--- config.mk ---
export PLATFORM = sky130hd
export DESIGN_NAME = stage_2_mult_scheduler
export DESIGN_NICKNAME = d
export VERILOG_FILES = /design/src/rtl/stage2_pkg.sv /design/src/rtl/stage_2_mult_scheduler.sv
export SDC_FILE = /design/constraint.sdc
export NUM_CORES = 1
export LEC_CHECK = 0
export ABC_AREA = 1
export CORE_ASPECT_RATIO = 0.8
export CORE_MARGIN = 1.5
export CORE_UTILIZATION = 43
export CTS_BUF_LIST = sky130_fd_sc_hd__clkbuf_16
export DETAILED_ROUTE_END_ITERATION = 16
export PLACE_DENSITY = 0.8
export SYNTH_ARGS = -nofsm -noshare
export SYNTH_HDL_FRONTEND = slang
export SYNTH_SLANG_ARGS = --single-unit
export TNS_END_PERCENT = 30
--- constraint.sdc ---
create_clock -name clk -period 1.55 [get_ports clk]
set_input_delay 0.155 -clock clk [delete_from_list [all_inputs] [get_ports clk]]
set_output_delay 0.155 -clock clk [all_outputs]
set_load 0.01 [all_outputs]
--- src/rtl/stage2_pkg.sv ---
// -----------------------------------------------------------------------------
// stage2_pkg
// Shared definitions for encoder stage 2: scheduler state encoding, default
// operand widths, the RR extraction shift and the v_bool offset constant.
// -----------------------------------------------------------------------------
package stage2_pkg;

   localparam int unsigned S2_RANGE_WIDTH   = 16;
   localparam int unsigned S2_SYMBOL_WIDTH  = 4;
   localparam int unsigned S2_BOOL_V_OFFSET = 4;
   // RR is the top byte of the current range.
   localparam int unsigned S2_RR_SHIFT      = 8;
   localparam int unsigned S2_RES_WIDTH     = S2_RANGE_WIDTH + 1;

   typedef enum logic [1:0] {
      ST_IDLE  = 2'd0,
      ST_MUL_V = 2'd1,
      ST_MUL_U = 2'd2,
      ST_DONE  = 2'd3
   } state_e;

endpackage : stage2_pkg

--- src/rtl/stage_2_mult_scheduler.sv ---
// -----------------------------------------------------------------------------
// stage_2_mult_scheduler
// Time-multiplexes one shared RANGE_WIDTH x RANGE_WIDTH multiplier across the
// R*V and R*U products of encoder stage 2. One product is formed per cycle;
// boolean symbols only need R*V, so the R*U cycle is skipped for them.
//
// Ports
//   clk, reset        rising-edge clock, synchronous active-high reset
//   in_valid/in_ready upstream handshake for one operand set
//   in_range          current range, RR = in_range >> 8
//   UU, VV            CDF-derived multiplicands
//   lut_u, lut_v      additive LUT terms
//   COMP_mux_1        pass-through flag
//   bool              1 = boolean symbol (V product only)
//   symbol            pass-through symbol, bit 0 forwarded
//   mult_a/mult_b     operands to the shared multiplier (0 when idle)
//   mult_r            combinational product from the shared multiplier
//   out_valid/out_ready downstream handshake for one result set
//   u, v, v_bool      registered results ((R*X)>>1 + term, low RES bits)
//   out_range, out_comp, out_bool_symbol  registered pass-through fields
// -----------------------------------------------------------------------------
module stage_2_mult_scheduler
   import stage2_pkg::*;
#(
   parameter int unsigned RANGE_WIDTH   = S2_RANGE_WIDTH,
   parameter int unsigned SYMBOL_WIDTH  = S2_SYMBOL_WIDTH,
   parameter int unsigned BOOL_V_OFFSET = S2_BOOL_V_OFFSET
) (
   input  logic                        clk,
   input  logic                        reset,
   input  logic                        in_valid,
   output logic                        in_ready,
   input  logic [RANGE_WIDTH-1:0]      in_range,
   input  logic [RANGE_WIDTH-1:0]      UU,
   input  logic [RANGE_WIDTH-1:0]      VV,
   input  logic [RANGE_WIDTH-1:0]      lut_u,
   input  logic [RANGE_WIDTH-1:0]      lut_v,
   input  logic                        COMP_mux_1,
   input  logic                        bool,
   input  logic [SYMBOL_WIDTH-1:0]     symbol,
   output logic [RANGE_WIDTH-1:0]      mult_a,
   output logic [RANGE_WIDTH-1:0]      mult_b,
   input  logic [2*RANGE_WIDTH-1:0]    mult_r,
   output logic                        out_valid,
   input  logic                        out_ready,
   output logic [RANGE_WIDTH:0]        u,
   output logic [RANGE_WIDTH:0]        v,
   output logic [RANGE_WIDTH:0]        v_bool,
   output logic [RANGE_WIDTH-1:0]      out_range,
   output logic                        out_comp,
   output logic [1:0]                  out_bool_symbol
);

   localparam int unsigned PW    = 2 * RANGE_WIDTH;
   localparam int unsigned RES_W = RANGE_WIDTH + 1;

   state_e state_q, state_d;

   // Operand registers captured on accept.
   logic [RANGE_WIDTH-1:0] rr_q;
   logic [RANGE_WIDTH-1:0] uu_q;
   logic [RANGE_WIDTH-1:0] vv_q;
   logic [RANGE_WIDTH-1:0] lut_u_q;
   logic [RANGE_WIDTH-1:0] lut_v_q;
   logic [RANGE_WIDTH-1:0] range_q;
   logic                   comp_q;
   logic                   bool_q;
   logic                   sym0_q;

   // Result registers.
   logic [RES_W-1:0]       u_q;
   logic [RES_W-1:0]       v_q;
   logic [RES_W-1:0]       vb_q;

   logic                   accept;
   logic [PW-1:0]          half_prod;
   logic [RES_W-1:0]       u_res;
   logic [RES_W-1:0]       v_res;
   logic [RES_W-1:0]       vb_res;

   // Only symbol[0] travels downstream; the remaining bits are intentionally dropped.
   logic                   unused_symbol;
   assign unused_symbol = ^symbol;

   // ---------------------------------------------------------------------------
   // Next-state, handshake and multiplier operand selection
   // ---------------------------------------------------------------------------
   always_comb begin
      state_d  = state_q;
      in_ready = 1'b0;
      mult_a   = '0;
      mult_b   = '0;

      case (state_q)
         ST_IDLE: begin
            in_ready = 1'b1;
         end
         ST_MUL_V: begin
            mult_a  = rr_q;
            mult_b  = vv_q;
            state_d = bool_q ? ST_DONE : ST_MUL_U;
         end
         ST_MUL_U: begin
            mult_a  = rr_q;
            mult_b  = uu_q;
            state_d = ST_DONE;
         end
         ST_DONE: begin
            // A downstream consume frees the result slot, so a new operand
            // set can be taken in the same cycle without a bubble.
            if (out_ready) begin
               in_ready = 1'b1;
               state_d  = ST_IDLE;
            end
         end
         default: begin
            state_d = ST_IDLE;
         end
      endcase

      // No handshake is offered while reset is asserted.
      if (reset) begin
         in_ready = 1'b0;
      end

      accept = in_valid && in_ready;
      if (accept) begin
         state_d = ST_MUL_V;
      end
   end

   // ---------------------------------------------------------------------------
   // Result arithmetic: sums at product width, truncated to RES_W bits
   // ---------------------------------------------------------------------------
   always_comb begin
      half_prod = mult_r >> 1;
      v_res     = RES_W'(half_prod + PW'(lut_v_q));
      vb_res    = RES_W'(half_prod + PW'(BOOL_V_OFFSET));
      u_res     = RES_W'(half_prod + PW'(lut_u_q));
   end

   // ---------------------------------------------------------------------------
   // State, operand and result registers
   // ---------------------------------------------------------------------------
   always_ff @(posedge clk) begin
      if (reset) begin
         state_q <= ST_IDLE;
         rr_q    <= '0;
         uu_q    <= '0;
         vv_q    <= '0;
         lut_u_q <= '0;
         lut_v_q <= '0;
         range_q <= '0;
         comp_q  <= 1'b0;
         bool_q  <= 1'b0;
         sym0_q  <= 1'b0;
         u_q     <= '0;
         v_q     <= '0;
         vb_q    <= '0;
      end else begin
         state_q <= state_d;

         if (accept) begin
            rr_q    <= in_range >> S2_RR_SHIFT;
            uu_q    <= UU;
            vv_q    <= VV;
            lut_u_q <= lut_u;
            lut_v_q <= lut_v;
            range_q <= in_range;
            comp_q  <= COMP_mux_1;
            bool_q  <= bool;
            sym0_q  <= symbol[0];
         end

         if (state_q == ST_MUL_V) begin
            v_q  <= v_res;
            vb_q <= vb_res;
            // Boolean symbols never reach MUL_U; clear u here instead.
            if (bool_q) begin
               u_q <= '0;
            end
         end

         if (state_q == ST_MUL_U) begin
            u_q <= u_res;
         end
      end
   end

   assign out_valid       = (state_q == ST_DONE);
   assign u               = u_q;
   assign v               = v_q;
   assign v_bool          = vb_q;
   assign out_range       = range_q;
   assign out_comp        = comp_q;
   assign out_bool_symbol = {bool_q, sym0_q};

endmodule : stage_2_mult_scheduler

# Word level (Yosys, flattened, before mapping)
# Cells that the tools add are included.
[totals] input_bits=122 wordCells=45 reg_bits=144 output_inout_bits=104
[classes] reduce_logical=11 n_mux=12 add_sub_neg=3 n_eq_ne=5
[ops] op="2-to-1 mux 17 bit" n=3
[ops] op="adder 17 x 16 -> 17 bit" n=2
[ops] op="case mux 16 bit (2 select lines)" n=1
[ops] op="adder 17 x 3 -> 17 bit, second input constant" n=1
[ops] op="2-to-1 mux 8 bit" n=1
[ops] op="case mux 2 bit (3 select lines)" n=1
[ops] op="AND reduction 2 bit" n=3
[ops] op="equality test 2 bit, second input constant" n=2
[ops] op="2-to-1 mux 1 bit" n=4
[ops] op="nonzero test 2 bit" n=2
[ops] op="nonzero test 4 bit" n=1
[ops] op="OR reduction 2 bit" n=2
[ops] op="!= test 3 x 1 -> 1 bit, second input constant" n=1
[ops] op="nonzero test 3 bit" n=1
[ops] op="equality test 2 x 1 -> 1 bit, second input constant" n=1
[ops] op="zero test 2 bit" n=1
[ops] op="2-to-1 mux 2 bit" n=1
[ops] op="!= test 2 x 1 -> 1 bit, second input constant" n=1
[ops] op="case mux 1 bit (2 select lines)" n=1
[ops] op="logical AND 1 bit" n=1

# Longest topological paths before layout
[depth] ltp_word=6 depth_mapped=13 depth_no_buf=13

# Worst setup path after synthesis
# OpenSTA, ideal clock, no wires.
[synth_path] path_kind="register to register" start="register state_q[1]" end="register lut_u_q[10]" period_less_slack_ns=1.686 path_buffers=3 slack_ns=-0.136 stages_incl_launch_ff=12 arrival_ns=1.572 t_required_ns=1.436 setup_ns=0.114 path_cell_list="dfxtp_1 -> inv_1 -> ha_1 -> buf_4 -> inv_4 -> nand3_1 -> inv_2 -> nand2_1 -> buf_4 -> buf_6 -> nand3_1 -> nand2_1"
[synth_between] elab_chain_cells=4
[synth_lines] item="from (decl)" line_no="stage_2_mult_scheduler.sv:57" source="state_e state_q, state_d;"
[synth_lines] item="from (signal assigned)" line_no="stage_2_mult_scheduler.sv:161" source="state_q <= state_d;"
[synth_lines] item="equality test 2 bit or zero test 2 bit (tied branches)" line_no="stage_2_mult_scheduler.sv:94" source="case (state_q)"
[synth_lines] item="case mux 1 bit (2 select lines) *" line_no="stage_2_mult_scheduler.sv:94"
[synth_lines] item="2-to-1 mux 1 bit *" line_no="stage_2_mult_scheduler.sv:122" source="if (reset) begin"
[synth_lines] item="logical AND 1 bit *" line_no="stage_2_mult_scheduler.sv:126" source="accept = in_valid && in_ready;"
[synth_lines] item="to (signal assigned)" line_no="stage_2_mult_scheduler.sv:167" source="lut_u_q <= lut_u;"
[synth_lines] item="to (decl)" line_no="stage_2_mult_scheduler.sv:63" source="logic [RANGE_WIDTH-1:0] lut_u_q;"
# Every way passes the cells marked *; elsewhere a longest branch is shown, timed or not.
# A chain may end at the register's enable or synchronous reset.

# Worst setup path after layout
[layout_path] start="register state_q[1]" end="output mult_b[5]"
[layout_between] elab_chain_cells=2
[layout_lines] item="equality test 2 bit or equality test 2 x 1 -> 1 bit (tied branches)" line_no="stage_2_mult_scheduler.sv:94"
[layout_lines] item="case mux 16 bit (2 select lines) *" line_no="stage_2_mult_scheduler.sv:94"
[layout_lines] item="to (decl)" line_no="stage_2_mult_scheduler.sv:42" source="output logic [RANGE_WIDTH-1:0] mult_b,"
# Marks and branches as above.

==> impl_metrics.tcl <==
set metrics [dict create \
    crit_required_ns 1.39 \
    core_sq_um 17300 \
    cts.path.max_buffers 2 \
    portBuffers 199 \
    gr-total-overflow 0 \
    cp-start-kind "flop" \
    final_nets 1580 \
    synth.top_cell.area_share_pct 35.9 \
    relSlewSlack_pct 65.0 \
    ir_worst_vdd_mv 0.963 \
    r2r_start "lut_v_q[0]" \
    antenna_found_initial 0 \
    finalSetupViolCount 119 \
    synthFlopType "dfxtp_1" \
    p_per_area_nw_per_um2 1550 \
    clock_latency_ns 0.43 \
    ys_warn_count 0 \
    rows 43 \
    rsz0062_at_grt "yes" \
    synth_edf_count 0 \
    firstDrtPassIters 6 \
    p_leak_nw 5.88 \
    cap_violations 0 \
    ys_seq_area_share_pct 35.9 \
    utilization_pct 68.4 \
    tritoncts "done" \
    synth-async-reset-ratio_pct 0 \
    grt_pass1_wl_um 40000 \
    start_util_pct 43.8 \
    cp.arrival_ns 1.62 \
    hold_violations 0 \
    syn-instance-count 1136 \
    dp_worst_setup_slack_ns -0.653 \
    finalPower_mw 18.3 \
    post-synth-top-area-cell "dfxtp_1" \
    whs_path_depth 4 \
    drc 0 \
    worst_clock_skew_ns 0.00758 \
    grt_max_degree 51 \
    die_area_sq_um 18500 \
    syn_area_sq_um 7580 \
    place_area_sq_um 10400 \
    synth_seq_cells 136 \
    endpoint_kind "primary output" \
    drive_above_1_share_pct 22.1 \
    die_x_um 151 \
    grt_pass1_vias 8045 \
    timing.rr.end "v[12]" \
    crit_fanout 8 \
    fin_crit_ns 1.77 \
    reg2reg_depth 12 \
    ant_nets 0 \
    viasPerCell 5.15 \
    drtIter0Drc 763 \
    synth_common_cells "321 x nand2_1, 211 x nand3_1, 136 x dfxtp_1, 123 x inv_1, 87 x nor2_1" \
    status "finished with violations" \
    setup_ws_ns -0.222 \
    critical_path_class "reg -> out" \
    cts_root_buf "clkbuf_16" \
    area_growth_pct 56.2 \
    die_h_um 122 \
    tns_ns -10.92 \
    r2r_setup_slack_ns -0.22 \
    min_to "v_bool[1]" \
    stdcell_area_sq_um 11800 \
    synth.distinct_cells 38 \
    hp-start "mult_r[2]" \
    synth_area_leaders "dfxtp_1 36%, nand2_1 16%, nand3_1 14%" \
    violations "negative setup slack" \
    cts_buffers 17 \
    timing.fmax_ghz 0.564 \
    tightest_slew_ns 0.525 \
    hp-class "in -> reg" \
    cts.htree.levels 4 \
    dp_hpwl_um 17900 \
    diodes 0 \
    grt_usage_pct 28.0 \
    wl_per_cell_um 15.8 \
    synth_most_common_cell "nand2_1" \
    pin_count 226 \
    vias 8533 \
    final.period_utilization_pct 114 \
    syn_area_per_cell_sq_um 6.68 \
    cts.clk_slew.worst_paths_ns 0.06 \
    place_congestion 0.939 \
    cts.sinks 136 \
    routed_wl_um 26200 \
    slew_violations 0 \
]
-- worst max path at each step --
stage	from	endpoint	slack (ns)	cells past startpoint
global route	state_q[1]	u[5]	-0.30	12
finish	state_q[1]	mult_b[5]	-0.22	6
CTS	state_q[0]	in_ready	-0.21	6
floorplan	state_q[1]	u[1]	-0.03	10
detailed placement	mult_r[1]	u[12]	-0.65	14
global placement	mult_r[1]	u[14]	-0.60	13
-- stage by stage --
step / cells / hold WS (ns)
floorplan: 1143 / 0.249
global placement: 1607 / 0.449
detailed placement: 1607 / 0.455
CTS: 1647 / 0.244
global route: 1657 / 0.260
finish: 1657 / 0.231
-- cell usage in the layout (no fill, tap or decap), types with 3 or more instances in the layout --
| master | netlist | routed |
|---|---|---|
| nand2_1 | 321 | 288 |
| nand3_1 | 211 | 198 |
| clkdlybuf4s50_1 | 0 | 157 |
| dfxtp_1 | 136 | 122 |
| inv_1 | 123 | 118 |
| buf_4 | 13 | 100 |
| nor2_1 | 87 | 85 |
| a21oi_1 | 57 | 35 |
| nand2_2 | 1 | 27 |
| a21oi_2 | 1 | 20 |
| o21ai_0 | 30 | 20 |
| buf_2 | 19 | 20 |
| ha_1 | 37 | 18 |
| clkbuf_16 | 0 | 18 |
| ha_4 | 0 | 17 |
| buf_6 | 9 | 16 |
| xor2_1 | 16 | 15 |
| buf_12 | 0 | 13 |
| nand3_2 | 1 | 12 |
| o21ai_1 | 2 | 10 |
| dfxtp_2 | 0 | 10 |
| nor3_1 | 11 | 8 |
| conb_1 | 1 | 8 |
| dlymetal6s2s_1 | 0 | 8 |
| nand2_4 | 0 | 7 |
| dlygate4sd2_1 | 0 | 7 |
| inv_4 | 3 | 5 |
| nand3b_1 | 5 | 5 |
| a21oi_4 | 1 | 4 |
| inv_2 | 2 | 4 |
| bufinv_16 | 0 | 4 |
| inv_6 | 0 | 4 |
| dfxtp_4 | 0 | 4 |
| inv_8 | 0 | 3 |
| or2_2 | 3 | 3 |
| nor3_2 | 0 | 3 |
| o211ai_1 | 3 | 3 |
| clkinv_4 | 0 | 3 |
-- final cells by class --
class | instances | area, sq um
clock buffer | 17 | 425
clock inverter | 15 | 216
fill | 1391 | 5480
inverter | 128 | 500
multi-input combinational | 812 | 4580
sequential | 136 | 2750
tap | 225 | 282
timing repair buffer | 323 | 3080
timing repair inverter | 1 | 16.3
-- power by group --
part	internal, mW	switching [mW]
clock	2.74	1.73
combinational	4.16	4.66
sequential	4.45	0.611
total	11.3	7.00
-- logic make-up (layout without fill, tap and decap cells) --
family | count (synthesis) | count (layout) | share of synthesized area [%]
AND/OR/NAND/NOR | 649 | 649 | 36.9
buffers and inverters | 195 | 484 | 11.6
flip-flops | 136 | 136 | 35.9
AO/OA/AOI/OAI | 98 | 98 | 6.88
adder cells (fa/ha/maj) | 39 | 39 | 6.63
XOR/XNOR | 18 | 18 | 2.08
other | 1 | 8 | 0.0494
-- critical path, cell delays in order (launching register included) --
cell,delay [ns]
dfxtp_4,0.38
buf_6,0.11
ha_4,0.18
buf_16,0.14
nand2_1,0.06
a21oi_1,0.16
buf_2,0.16
-- timing repair --
| action | in CTS | in global routing |
|---|---|---|
| gates resized for setup | 181 | 114 |
| pin swaps | 12 | 28 |
| endpoints found under the setup margin | 154 | 156 |
| buffers inserted | 6 | 9 |
| gates cloned | 2 | 1 |
| hold buffers | 0 | 0 |
-- sequential cells by signal (all words and copies together), names as in the netlist --
register / flops
u: 17
v: 17
v_bool: 17
lut_u_q: 16
lut_v_q: 16
out_range: 16
uu_q: 16
vv_q: 16
state_q: 2
bool_q: 1
out_comp: 1
sym0_q: 1
-- routing by layer --
| metal | up-vias | share of wire (%) | track usage, % |
|---|---|---|---|
| met5 | - | 0 | 0 |
| met4 | 0 | 3.3 | 11.5 |
| met3 | 79 | 10 | 8.31 |
| met2 | 424 | 46 | 43.6 |
| met1 | 3833 | 41 | 36.1 |
| li1 | 4197 | - | - |
(Power assumes the default switching activity.)
